**src/rtl/capture_pkg.sv**
```systemverilog
// Shared constants and state encoding for the raw-sample capture path.
// The filter/beamform controller imports the same constants for its read addressing.
package capture_pkg;

    localparam int DATA_W   = 16;
    localparam int CHANNELS = 8;
    localparam int SAMPLES  = 2048;
    localparam int ADDR_W   = 14;

    localparam int CHAN_W = $clog2(CHANNELS);
    localparam int IDX_W  = $clog2(SAMPLES);

    typedef enum logic [1:0] {
        IDLE    = 2'd0,
        CAPTURE = 2'd1,
        FULL    = 2'd2
    } state_t;

endpackage

```
**src/rtl/capture_addr_gen.sv**
```systemverilog
// Channel/sample counters for the raw RAM write address.
// Decodes end of channel, the final slot of the frame, and s_last misplacement.
module capture_addr_gen
    import capture_pkg::*;
(
    input  logic              clk,
    input  logic              reset,
    input  logic              clear,      // restart at channel 0, sample 0
    input  logic              step,       // a sample is accepted this cycle
    input  logic              last,       // s_last of the accepted sample
    output logic [ADDR_W-1:0] addr,       // {chan, idx} of the sample at the stream head
    output logic              chan_end,   // the accepted sample closes its channel block
    output logic              frame_end,  // counters sit on the final slot of the frame
    output logic              err         // accepted sample has s_last in the wrong place
);

    localparam logic [CHAN_W-1:0] LAST_CHAN = CHAN_W'(CHANNELS - 1);
    localparam logic [IDX_W-1:0]  LAST_IDX  = IDX_W'(SAMPLES - 1);

    logic [CHAN_W-1:0] r_chan;
    logic [IDX_W-1:0]  r_idx;
    logic              w_idx_last;

    assign w_idx_last = (r_idx == LAST_IDX);
    assign addr       = {r_chan, r_idx};

    // A block closes on s_last or on its last index, whichever comes first.
    assign chan_end  = step & (last | w_idx_last);
    // Frame completion depends on position only; s_last alone never ends a frame.
    assign frame_end = w_idx_last & (r_chan == LAST_CHAN);
    // Short block (s_last early) or long block (no s_last on the last index).
    assign err       = step & (last ^ w_idx_last);

    // Counter update: idx advances per sample, chan advances (and wraps) per block.
    always_ff @(posedge clk or posedge reset) begin
        if (reset) begin
            r_chan <= '0;
            r_idx  <= '0;
        end else if (clear) begin
            r_chan <= '0;
            r_idx  <= '0;
        end else if (chan_end) begin
            r_chan <= r_chan + 1'b1;
            r_idx  <= '0;
        end else if (step) begin
            r_idx  <= r_idx + 1'b1;
        end
    end

endmodule

```
**src/rtl/raw_capture.sv**
```systemverilog
// Writer side of the raw-sample RAM: stores one channel-major frame, then
// hands the RAM to the controller until it is released.
// The release handshake port is called release_req because "release" is a
// reserved word in SystemVerilog.
module raw_capture
    import capture_pkg::*;
(
    input  logic              clk,
    input  logic              reset,
    input  logic              start,
    input  logic              release_req,
    input  logic              s_valid,
    input  logic [DATA_W-1:0] s_data,
    input  logic              s_last,
    output logic              s_ready,
    output logic              ram_we,
    output logic [ADDR_W-1:0] ram_addr,
    output logic [DATA_W-1:0] ram_wdata,
    output logic              frame_ready,
    output logic [7:0]        frame_count,
    output logic              err_framing,
    output logic              busy
);

    state_t            r_state;
    state_t            w_state_next;
    logic              w_transfer;
    logic              w_clear;
    logic              w_chan_end;
    logic              w_frame_end;
    logic              w_frame_done;
    logic              w_err;
    logic [ADDR_W-1:0] w_addr;

    logic              r_ram_we;
    logic [ADDR_W-1:0] r_ram_addr;
    logic [DATA_W-1:0] r_ram_wdata;
    logic [7:0]        r_frame_count;
    logic              r_err_framing;

    assign s_ready      = (r_state == CAPTURE);
    assign busy         = (r_state == CAPTURE);
    assign w_transfer   = s_valid & s_ready;
    // Last slot accepted: this is the transfer that completes the frame.
    assign w_frame_done = w_chan_end & w_frame_end;

    capture_addr_gen u_addr_gen (
        .clk       (clk),
        .reset     (reset),
        .clear     (w_clear),
        .step      (w_transfer),
        .last      (s_last),
        .addr      (w_addr),
        .chan_end  (w_chan_end),
        .frame_end (w_frame_end),
        .err       (w_err)
    );

    // State register.
    always_ff @(posedge clk or posedge reset) begin
        if (reset) begin
            r_state <= IDLE;
        end else begin
            r_state <= w_state_next;
        end
    end

    // Next state; start only acts in IDLE, release only in FULL (release wins there).
    always_comb begin
        w_state_next = r_state;
        w_clear      = 1'b0;
        frame_ready  = 1'b0;
        case (r_state)
            IDLE: begin
                if (start) begin
                    w_state_next = CAPTURE;
                    w_clear      = 1'b1;
                end
            end
            CAPTURE: begin
                if (w_frame_done) begin
                    w_state_next = FULL;
                end
            end
            FULL: begin
                frame_ready = 1'b1;
                if (release_req) begin
                    w_state_next = IDLE;
                end
            end
            default: begin
                w_state_next = IDLE;
            end
        endcase
    end

    // Registered RAM write port: one cycle after each accepted sample.
    always_ff @(posedge clk or posedge reset) begin
        if (reset) begin
            r_ram_we    <= 1'b0;
            r_ram_addr  <= '0;
            r_ram_wdata <= '0;
        end else begin
            r_ram_we <= w_transfer;
            if (w_transfer) begin
                r_ram_addr  <= w_addr;
                r_ram_wdata <= s_data;
            end
        end
    end

    // Frame counter and sticky framing flag (cleared only by an accepted start).
    always_ff @(posedge clk or posedge reset) begin
        if (reset) begin
            r_frame_count <= '0;
            r_err_framing <= 1'b0;
        end else begin
            if (w_transfer && w_frame_done) begin
                r_frame_count <= r_frame_count + 8'd1;
            end
            if (w_clear) begin
                r_err_framing <= 1'b0;
            end else if (w_err) begin
                r_err_framing <= 1'b1;
            end
        end
    end

    assign ram_we      = r_ram_we;
    assign ram_addr    = r_ram_addr;
    assign ram_wdata   = r_ram_wdata;
    assign frame_count = r_frame_count;
    assign err_framing = r_err_framing;

endmodule

```
**config.mk**
```make
export PLATFORM = sky130hd
export DESIGN_NAME = raw_capture
export DESIGN_NICKNAME = d
export VERILOG_FILES = /design/src/rtl/capture_pkg.sv /design/src/rtl/capture_addr_gen.sv /design/src/rtl/raw_capture.sv
export SDC_FILE = /design/constraint.sdc
export NUM_CORES = 1
export LEC_CHECK = 0
export BUFFER_PORTS_ARGS = -buffer_cell sky130_fd_sc_hd__buf_4
export CAP_MARGIN = 10
export CELL_PAD_IN_SITES_DETAIL_PLACEMENT = 2
export CELL_PAD_IN_SITES_GLOBAL_PLACEMENT = 2
export CORE_AREA = 8 8 86 107
export DETAILED_ROUTE_END_ITERATION = 6
export DIE_AREA = 0 0 94 115
export PLACE_DENSITY = 0.84
export SLEW_MARGIN = 20
export SYNTH_ARGS = -nofsm -noshare
export SYNTH_HDL_FRONTEND = slang
export SYNTH_HIERARCHICAL = 1
export SYNTH_SLANG_ARGS = --single-unit
```
**constraint.sdc**
```tcl
create_clock -name clk -period 3.86 [get_ports clk]
set_input_delay 0.772 -clock clk [delete_from_list [all_inputs] [get_ports clk]]
set_output_delay 0.772 -clock clk [all_outputs]
set_load 0.02 [all_outputs]
```
# Word level (Yosys, flattened, before mapping)
# Cells that the tools add are included.
# Widths: inputs -> output; s select.
[word_totals]
register_bits = 56
elab_cells = 45
[classes]
addsub = 3
eq_ne = 7
n_bitwise = 7
mux = 14
n_reduce_logical = 6
[ops]
columns = ["op", "n"]
rows = [
  ["$mux 11", 3],
  ["$add 11x1->11 const B", 1],
  ["$eq 11x11->1 const B", 1],
  ["$add 8x1->8 const B", 1],
  ["$mux 2", 3],
  ["$mux 3", 2],
  ["$pmux 2 s3", 1],
  ["$and 1x1->1", 5],
  ["$mux 1", 5],
  ["$ne 2x2->1 const B", 2],
  ["$reduce_bool 2->1", 2],
  ["$add 3x1->3 const B", 1],
  ["$eq 3x3->1 const B", 1],
  ["$reduce_and 3->1", 1],
  ["$reduce_bool 3->1", 1],
  ["$eq 2x1->1 const B", 1],
  ["$eq 2x2->1 const B", 1],
  ["$logic_not 2->1", 1],
  ["$ne 2x1->1 const B", 1],
  ["$logic_and 1x1->1", 1],
  ["$or 1x1->1", 1],
  ["$xor 1x1->1", 1],
]

# Logic depth before layout (Yosys ltp)
# Gate-level depths: netlist of the first run.
[depth]
ltp_word = 6
mapped_depth = 10

# By module
# The synthesis of the first run kept the hierarchy.
[by_module_without_submodules]
columns = ["mod", "instances", "area_per_inst_um2", "cells_per_inst"]
rows = [
  ["raw_capture", 1, 1750.4, 111],
  ["capture_addr_gen", 1, 793.3, 86],
]

# Worst setup path after synthesis of the first run
# Ideal clock, no wire load.
[synth_path]
path_type = "input-to-reg"
startpoint = "input s_valid"
endpoint = "register r_frame_count[1], in the netlist frame_count[1]"
required_ns = 3.732
n_path_buf = 3
setup_ns = 0.128
t_arrival_ns = 2.305
slack_ns = 1.428
cell_stages = 10
cell_sequence = "nand3b_1 -> buf_6 -> buf_6 -> inv_1 -> buf_4 -> nand2b_1 -> inv_1 -> nand2_1 -> nor2_1 -> mux2_1"
[synth_between]
elab_chain_cells = 4
[synth_lines]
columns = ["element", "line", "source"]
rows = [
  ["from (decl)", "raw_capture.sv:12", "input logic s_valid,"],
  ["$and 1x1->1", "raw_capture.sv:43", "assign w_transfer = s_valid & s_ready;"],
  ["named net w_transfer", "raw_capture.sv:27", "logic w_transfer;"],
  ["$and 1x1->1", "capture_addr_gen.sv:28", "assign chan_end = step & (last | w_idx_last);"],
  ["named net w_chan_end", "raw_capture.sv:29", "logic w_chan_end;"],
  ["$and 1x1->1", "raw_capture.sv:45", "assign w_frame_done = w_chan_end & w_frame_end;"],
  ["$logic_and 1x1->1", "raw_capture.sv:118", "if (w_transfer && w_frame_done) begin"],
  ["to (signal assigned)", "raw_capture.sv:119", "r_frame_count <= r_frame_count + 8'd1;"],
  ["to (decl)", "raw_capture.sv:38", "logic [7:0] r_frame_count;"],
]
# The timed path passes the listed nets, and every way through them passes these cells.
# A chain may end at the register's enable or synchronous reset.

# Worst setup path after layout of the first run
[layout_path]
startpoint = "register u_addr_gen.r_idx[0]"
endpoint = "register r_frame_count[1], in the netlist frame_count[1]"
[layout_between]
elab_chain_cells = 5
elab_cells_between_ends = 6
cone_classes = "eq/ne (1); bitwise (4); reduce/logical (1)"
[layout_lines]
columns = ["element", "line", "source"]
rows = [
  ["from (decl)", "capture_addr_gen.sv:21", "logic [IDX_W-1:0] r_idx;"],
  ["from (signal assigned)", "capture_addr_gen.sv:46", "r_idx <= r_idx + 1'b1;"],
  ["$eq 11x11->1", "capture_addr_gen.sv:24", "assign w_idx_last = (r_idx == LAST_IDX);"],
  ["$or 1x1->1", "capture_addr_gen.sv:28", ""],
  ["$and 1x1->1", "capture_addr_gen.sv:28", ""],
  ["named net w_chan_end", "raw_capture.sv:29", ""],
  ["$and 1x1->1", "raw_capture.sv:45", ""],
  ["$logic_and 1x1->1", "raw_capture.sv:118", ""],
]
# The timed path passes the listed nets, and every way through them passes these cells.

==> metrics, run 1 <==
GRT overflow=0; IO buf count=64; root buf cell=clkbuf_8; # setup viols final=0; Die ar.=about 11000 µm²; number of global-route vias before repair=between 2k and 2.5k; vias per cell=5.081; cell area after synthesis=2544 µm²; row cnt=36; TritonCTS Buffers=5; Final Hold Slack=between 0.4 and 0.5 ns; cells after synthesis=slightly below 200; Clock Sinks=between 50 and 60; register bit total from synthesis=56; overall power=between 1000 and 1500 µW; Total GRT Usage=0.1342; fraction of layout cells with a size suffix above 1=0.4068; Critical Path Start Type=flop; switching power=approximately 460 µW; Tightest Pin Transition=around 0.61 ns; switching share of power=0.3167; DRT antenna net count=0; GP Congestion=0.7298; largest net degree at the start of global routing=43; status=finished clean; Min-Delay Path Class=flop to flop; Clk pwr share=0.217; Initial Util=0.3361; P_leak=roughly 0.0016 µW; H-tree Lvls=2; post-synthesis area per instance=approximately 13 µm²; placed inst area=3097 µm²; period utilization=0.7834; CP Class=flop to flop; setup TNS=0 ns; final instance area=about 3200 µm²; unrepaired setup endpoints after global routing=no; area delta synth->final=24.94%; number of fill cells=a little over 800; Residual DRC=0; fin. max-slew vios=0; Hold Violations, Final=0; Arrival @ worst endpoint=between 3 and 4 ns; DRT Pass-1 Iters=4; Post-DP HPWL=5205 µm; I/O Pins=65; clk_lat worst skew=0.31 ns; CTS Hold Buffers Added=0; YS warnings=6; PwrDens=between 400 and 500 nW/µm²; sequential fraction of design power=0.514; CP max FO=7; clk slew on worst S/H paths=roughly 0.10 ns; Die X=approximately 94 µm; initial antenna violation count=0; Initial DRC Count=28; Setup Fix Bufs, Post-CTS=0; clk_skew=roughly 0.0067 ns; Int Pwr=just under 1000 µW; Worst Path Required=4.06 ns; Max Cap Viol=0; wire per inst=around 20 µm; CP endpoint kind=flop; combinational share of power=0.269; total core area=7567 µm²; Synth cell types=36; sequential cell area fraction in the yosys report=0.5509; CTS tree=built; post-CTS sizing=0; diode count=0; first-pass GRT wire length=about 11000 µm; fin crit period=3.024 ns; Synthesized Nets=around 220; Max Root-Sink Buffers=2; Fmax achieved=about 330 MHz; final WL=about 7000 µm; worst rel slew slack=0.5931; chip height=between 100 and 150 µm; peak supply drop=0.1840 mV; NumNets Final=290; vias=1819
[layout by cell type (no fill, tap or decap)]
cell type,netlist,final
buf_4,2,67
dfrtp_1,56,56
mux2_4,18,18
nand2_1,16,16
mux2_2,12,12
a21oi_1,10,10
xor2_1,8,8
nor2_1,7,7
inv_1,7,6
or4_1,6,6
nand3_1,5,5
nand4_1,5,5
ha_1,5,5
clkbuf_8,0,5
nor3_1,4,4
o31ai_1,4,4
nor2b_1,3,3
nand2b_1,3,3
nand3b_1,2,2
nor4_4,2,2
o21ai_0,2,2
xnor2_1,2,2
nor3b_1,1,1
a21o_1,1,1
mux2_1,1,1
clkinv_1,0,1
a32o_1,1,1
clkinv_2,0,1
clkinvlp_4,0,1
o2111ai_2,1,1
o311ai_0,1,1
a31oi_1,1,1
o21ai_1,1,1
or3_1,1,1
and3_1,1,1
and2_1,1,1
and3b_1,1,1
[power by group through the flow]
stage,clock network (µW),logic [µW],registers (µW)
after floorplan,0,175,807
after global placement,0,386,747
after detailed placement,0,395,757
after CTS,330,398,745
after global routing,344,422,754
final,314,388,742
[state kept, by name, indices dropped and copies added (netlist names)]
name               flops
u_addr_gen/r_idx      11
frame_count            8
u_addr_gen/r_chan      3
ram_wdata             16
ram_addr              14
r_state                2
err_framing            1
ram_we                 1
[cells in the mapped netlist]
cell type	n	area share
o311ai_0	1	0.0034
o21ai_0	2	0.0039
buf_6	4	0.018
nand4_1	5	0.012
nand2_1	16	0.024
or4_1	6	0.018
o21ai_1	1	0.0020
or3_1	1	0.0025
mux2_1	1	0.0044
o31ai_1	4	0.012
nor2b_1	3	0.0074
ha_1	5	0.025
and3_1	1	0.0025
nand3b_1	2	0.0059
nor3b_1	1	0.0030
xnor2_1	2	0.0069
dfrtp_1	56	0.55
nand3_1	5	0.0098
mux2_4	18	0.11
a21o_1	1	0.0030
buf_4	2	0.0059
and3b_1	1	0.0034
a21oi_1	10	0.020
and2_1	1	0.0025
nor3_1	4	0.0079
o2111ai_2	1	0.0059
buf_2	1	0.0020
clkbuf_1	1	0.0015
a31oi_1	1	0.0025
mux2_2	12	0.053
a32o_1	1	0.0039
nor2_1	7	0.010
inv_1	7	0.010
nor4_4	2	0.017
nand2b_1	3	0.0074
xor2_1	8	0.028
[critical path, stage by stage, from the launching register on]
cell	delay, ns
dfrtp_1	0.42
ha_1	0.26
nand3_1	0.18
nor3_1	0.34
nand2_1	0.12
ha_1	0.27
nand2b_1	0.25
inv_1	0.22
nand2_1	0.23
nor2_1	0.26
mux2_1	0.36
[path summary, 6_finish.rpt]
path                                      from                  end  slack, ns  cells past startpoint
setup / recovery           u_addr_gen/r_idx[0]       frame_count[1]       0.84                     10
hold / removal                  frame_count[7]       frame_count[7]       0.48                      1
setup reg to reg           u_addr_gen/r_idx[0]       frame_count[1]       0.84                     10
hold reg to reg                 frame_count[7]       frame_count[7]       0.48                      1
max in group asynchronous                reset          ram_addr[4]       2.88                      3
min in group asynchronous                reset  u_addr_gen/r_idx[3]       0.52                      2
[final cells by class]
type	instances	area, µm²	area share
tap	95	118.9	0.03740
clock buffer	5	68.82	0.02165
multi-input combinational	126	1047	0.3295
clock inverter	2	12.51	0.003937
timing repair buffer	67	503.0	0.1583
inverter	7	26.28	0.008268
sequential	56	1401	0.4409
[per-stage QoR]
step / worst slack (ns) / instances / util
3_3_place_gp: 1.237 / 351 / 0.4092
3_5_place_dp: 0.9417 / 351 / 0.4092
4_1_cts: 0.8037 / 358 / 0.4200
6_report: 0.8362 / 358 / 0.4200
2_1_floorplan: 1.428 / 197 / -
5_1_grt: 0.5312 / 358 / 0.4200
[routing by layer]
| layer | GRT usage | part of all wire |
|---|---|---|
| met1 | 0.1500 | 0.41 |
| met2 | 0.2415 | 0.52 |
| met3 | 0.03201 | 0.061 |
| met4 | 0.04454 | 0.013 |
| met5 | 0 | 0 |
[kinds of logic after synthesis]
logic type	count (synthesis)	synth area share
simple gates	58	0.1328
mux	31	0.1638
buf+inv	15	0.03738
fa+ha+maj	5	0.02459
xor+xnor	10	0.03443
flops	56	0.5509
compound gates	22	0.05608
No activity file was read; power rests on OpenSTA's default activity.
==> run 2, diff against run 1 <==
CORE_AREA = 8 8 91 113   (was 8 8 86 107)
DIE_AREA = 0 0 99 121   (was 0 0 94 115)
PLACE_DENSITY = 0.79   (was 0.84)
clock period = 2.6 ns   (was 3.86 ns; I/O delays follow)
==> metrics, run 2 (synthesis gave the netlist of run 1 again) <==
unrepaired setup endpoints after global routing=no; number of fill cells=906 (+12%); H-tree Lvls=2 (unchanged); final WL=6750 µm (-3.8%); Max Root-Sink Buffers=2 (unchanged); chip height=121 µm (+5.2%); Total GRT Usage=0.1178 (-0.01640); clk_skew=0.004051 ns (-0.002657 ns); final instance area=3267 µm² (+2.8%); TritonCTS Buffers=5 (unchanged); met2 Usage GRT=0.2223 (-0.01919); GP Congestion=0.7380 (+1.1%); most frequent cells in the layout=buf_4, dfrtp_1, mux2_4; M3 GR Usage=0.04076 (+0.008753); root buf cell=clkbuf_8; period utilization=0.9237 (+0.1404); fin. max-slew vios=0 (unchanged); Initial DRC Count=31 (+11%); CP endpoint kind=flop; Hold Violations, Final=0 (unchanged); Min-Delay Path Class=input pin to asynchronous set/reset pin; Fmax achieved=416.4 MHz (+26%); DRT antenna net count=0 (unchanged); CP max FO=5 (-2); P_leak=0.001612 µW (+1.6%); GRT overflow=0 (unchanged); max reg flops=16 (unchanged); vias=1800 (-1.0%); Multi-input gate area=1075 µm² (+2.6%); IO buf count=64 (unchanged); CP Class=flop to flop; Residual DRC=0 (unchanged); Initial Util=0.2989 (-0.03726); GR Util met1=0.1149 (-0.03508); Die ar.=11980 µm² (+11%); Die X=99 µm (+5.3%); Core Util, Final=0.3839 (-0.03612); clk slew on worst S/H paths=0.10 ns (about the same); Critical Path Start Type=flop; status=finished clean; Max Cap Viol=0 (unchanged); commonest non-fill, non-tap cell in the layout=buf_4; DRT Pass-1 Iters=3 (-1); Tightest Pin Transition=0.6299 ns (+0.01958 ns); largest net degree at the start of global routing=38 (-12%); PwrDens=671.1 nW/µm² (+48%); CTS Hold Buffers Added=0 (unchanged); wire per inst=18.29 µm (-6.6%); clk_lat worst skew=0.31 ns (about the same); Arrival @ worst endpoint=2.63 ns (-0.59 ns); first-pass GRT wire length=11070 µm (-2.5%); NumNets Final=295 (+1.7%); gr busiest metal=met2; Clock Sinks=56 (unchanged); worst rel slew slack=0.5801 (-0.01305); fraction of layout cells with a size suffix above 1=0.4498 (+0.04297); fin crit period=2.402 ns (-0.6221 ns); CTS tree=built; area delta synth->final=28.43%; initial antenna violation count=0 (unchanged); I/O Pins=65 (unchanged); Worst Path Required=2.83 ns (-1.23 ns); # setup viols final=0 (unchanged); total core area=8511 µm² (+12%); number of global-route vias before repair=2121 (+1.8%); Post-DP HPWL=5105 µm (-1.9%); vias per cell=4.878 (-4.0%); diode count=0 (unchanged); Seq. cell area=1403 µm² (about the same); Final Hold Slack=0.1428 ns (-0.3383 ns); peak supply drop=0.2064 mV (+12%); row cnt=38 (+5.6%); placed inst area=3133 µm² (+1.2%)
## run 2: path summary, 6_finish.rpt
kind | startpoint | endpoint | slack (ns) | cells past startpoint
worst min-delay path | reset | ram_wdata[1] | 0.14 | 2
min in group clk | s_data[12] | ram_wdata[12] | 0.43 | 2
max in group asynchronous | reset | ram_wdata[15] | 1.73 | 3
worst max-delay path | u_addr_gen/r_idx[0] | frame_count[4] | 0.20 | 11
worst min register to register | frame_count[7] | frame_count[7] | 0.47 | 1
worst max register to register | u_addr_gen/r_idx[0] | frame_count[4] | 0.20 | 11
## run 2: repair_timing
action / CTS / global route
pin swaps: 0 / 1
setup buffers: 0 / 1
endpoints found under the setup margin: 2 / 5
hold endpoints to repair: 0 / 0
resized for setup: 2 / 6
## run 2: layer usage
layer	vias to the layer above	wire length, µm
li1	834	-
met1	918	2491
met2	40	3786
met3	8	377
met4	0	95
met5	-	0
## run 2: layout make-up
| cell class | instances | area share |
|---|---|---|
| repair buffers | 72 | 0.1655 |
| well taps | 100 | 0.03830 |
| multi-input cells | 126 | 0.3290 |
| inverters | 7 | 0.008043 |
| clock buffers | 6 | 0.02528 |
| flip-flops and latches | 56 | 0.4293 |
| clock inverters | 2 | 0.004596 |
## run 2: power by group
group / switching (µW) / total [µW] / internal (µW)
logic: 293 / 583 / 290
clock network: 290 / 507 / 216
registers: 106 / 1100 / 997
total: 689 / 2190 / 1500
## run 2: worst max-delay path, stage by stage, from the launching register on
cell and delay (ns):
dfrtp_2 0.44, ha_2 0.24, nand3_2 0.13, nor3_2 0.18
nand2_1 0.08, ha_1 0.19, nand2b_1 0.19, inv_1 0.11
buf_4 0.14, nand3_1 0.17, nor3_2 0.23, xor2_1 0.21
## run 2: through the flow
step / setup TNS [ns] / power (µW) / cells / worst slack, ns
floorplan: 0 / 1457 / 197 / 0.1820
global placement: 0 / 1683 / 360 / 0.1671
detailed placement: -0.04657 / 1720 / 360 / -0.02831
CTS: 0 / 2241 / 368 / 0.04823
global route: 0 / 2328 / 369 / 0.01196
finish: 0 / 2192 / 369 / 0.1983
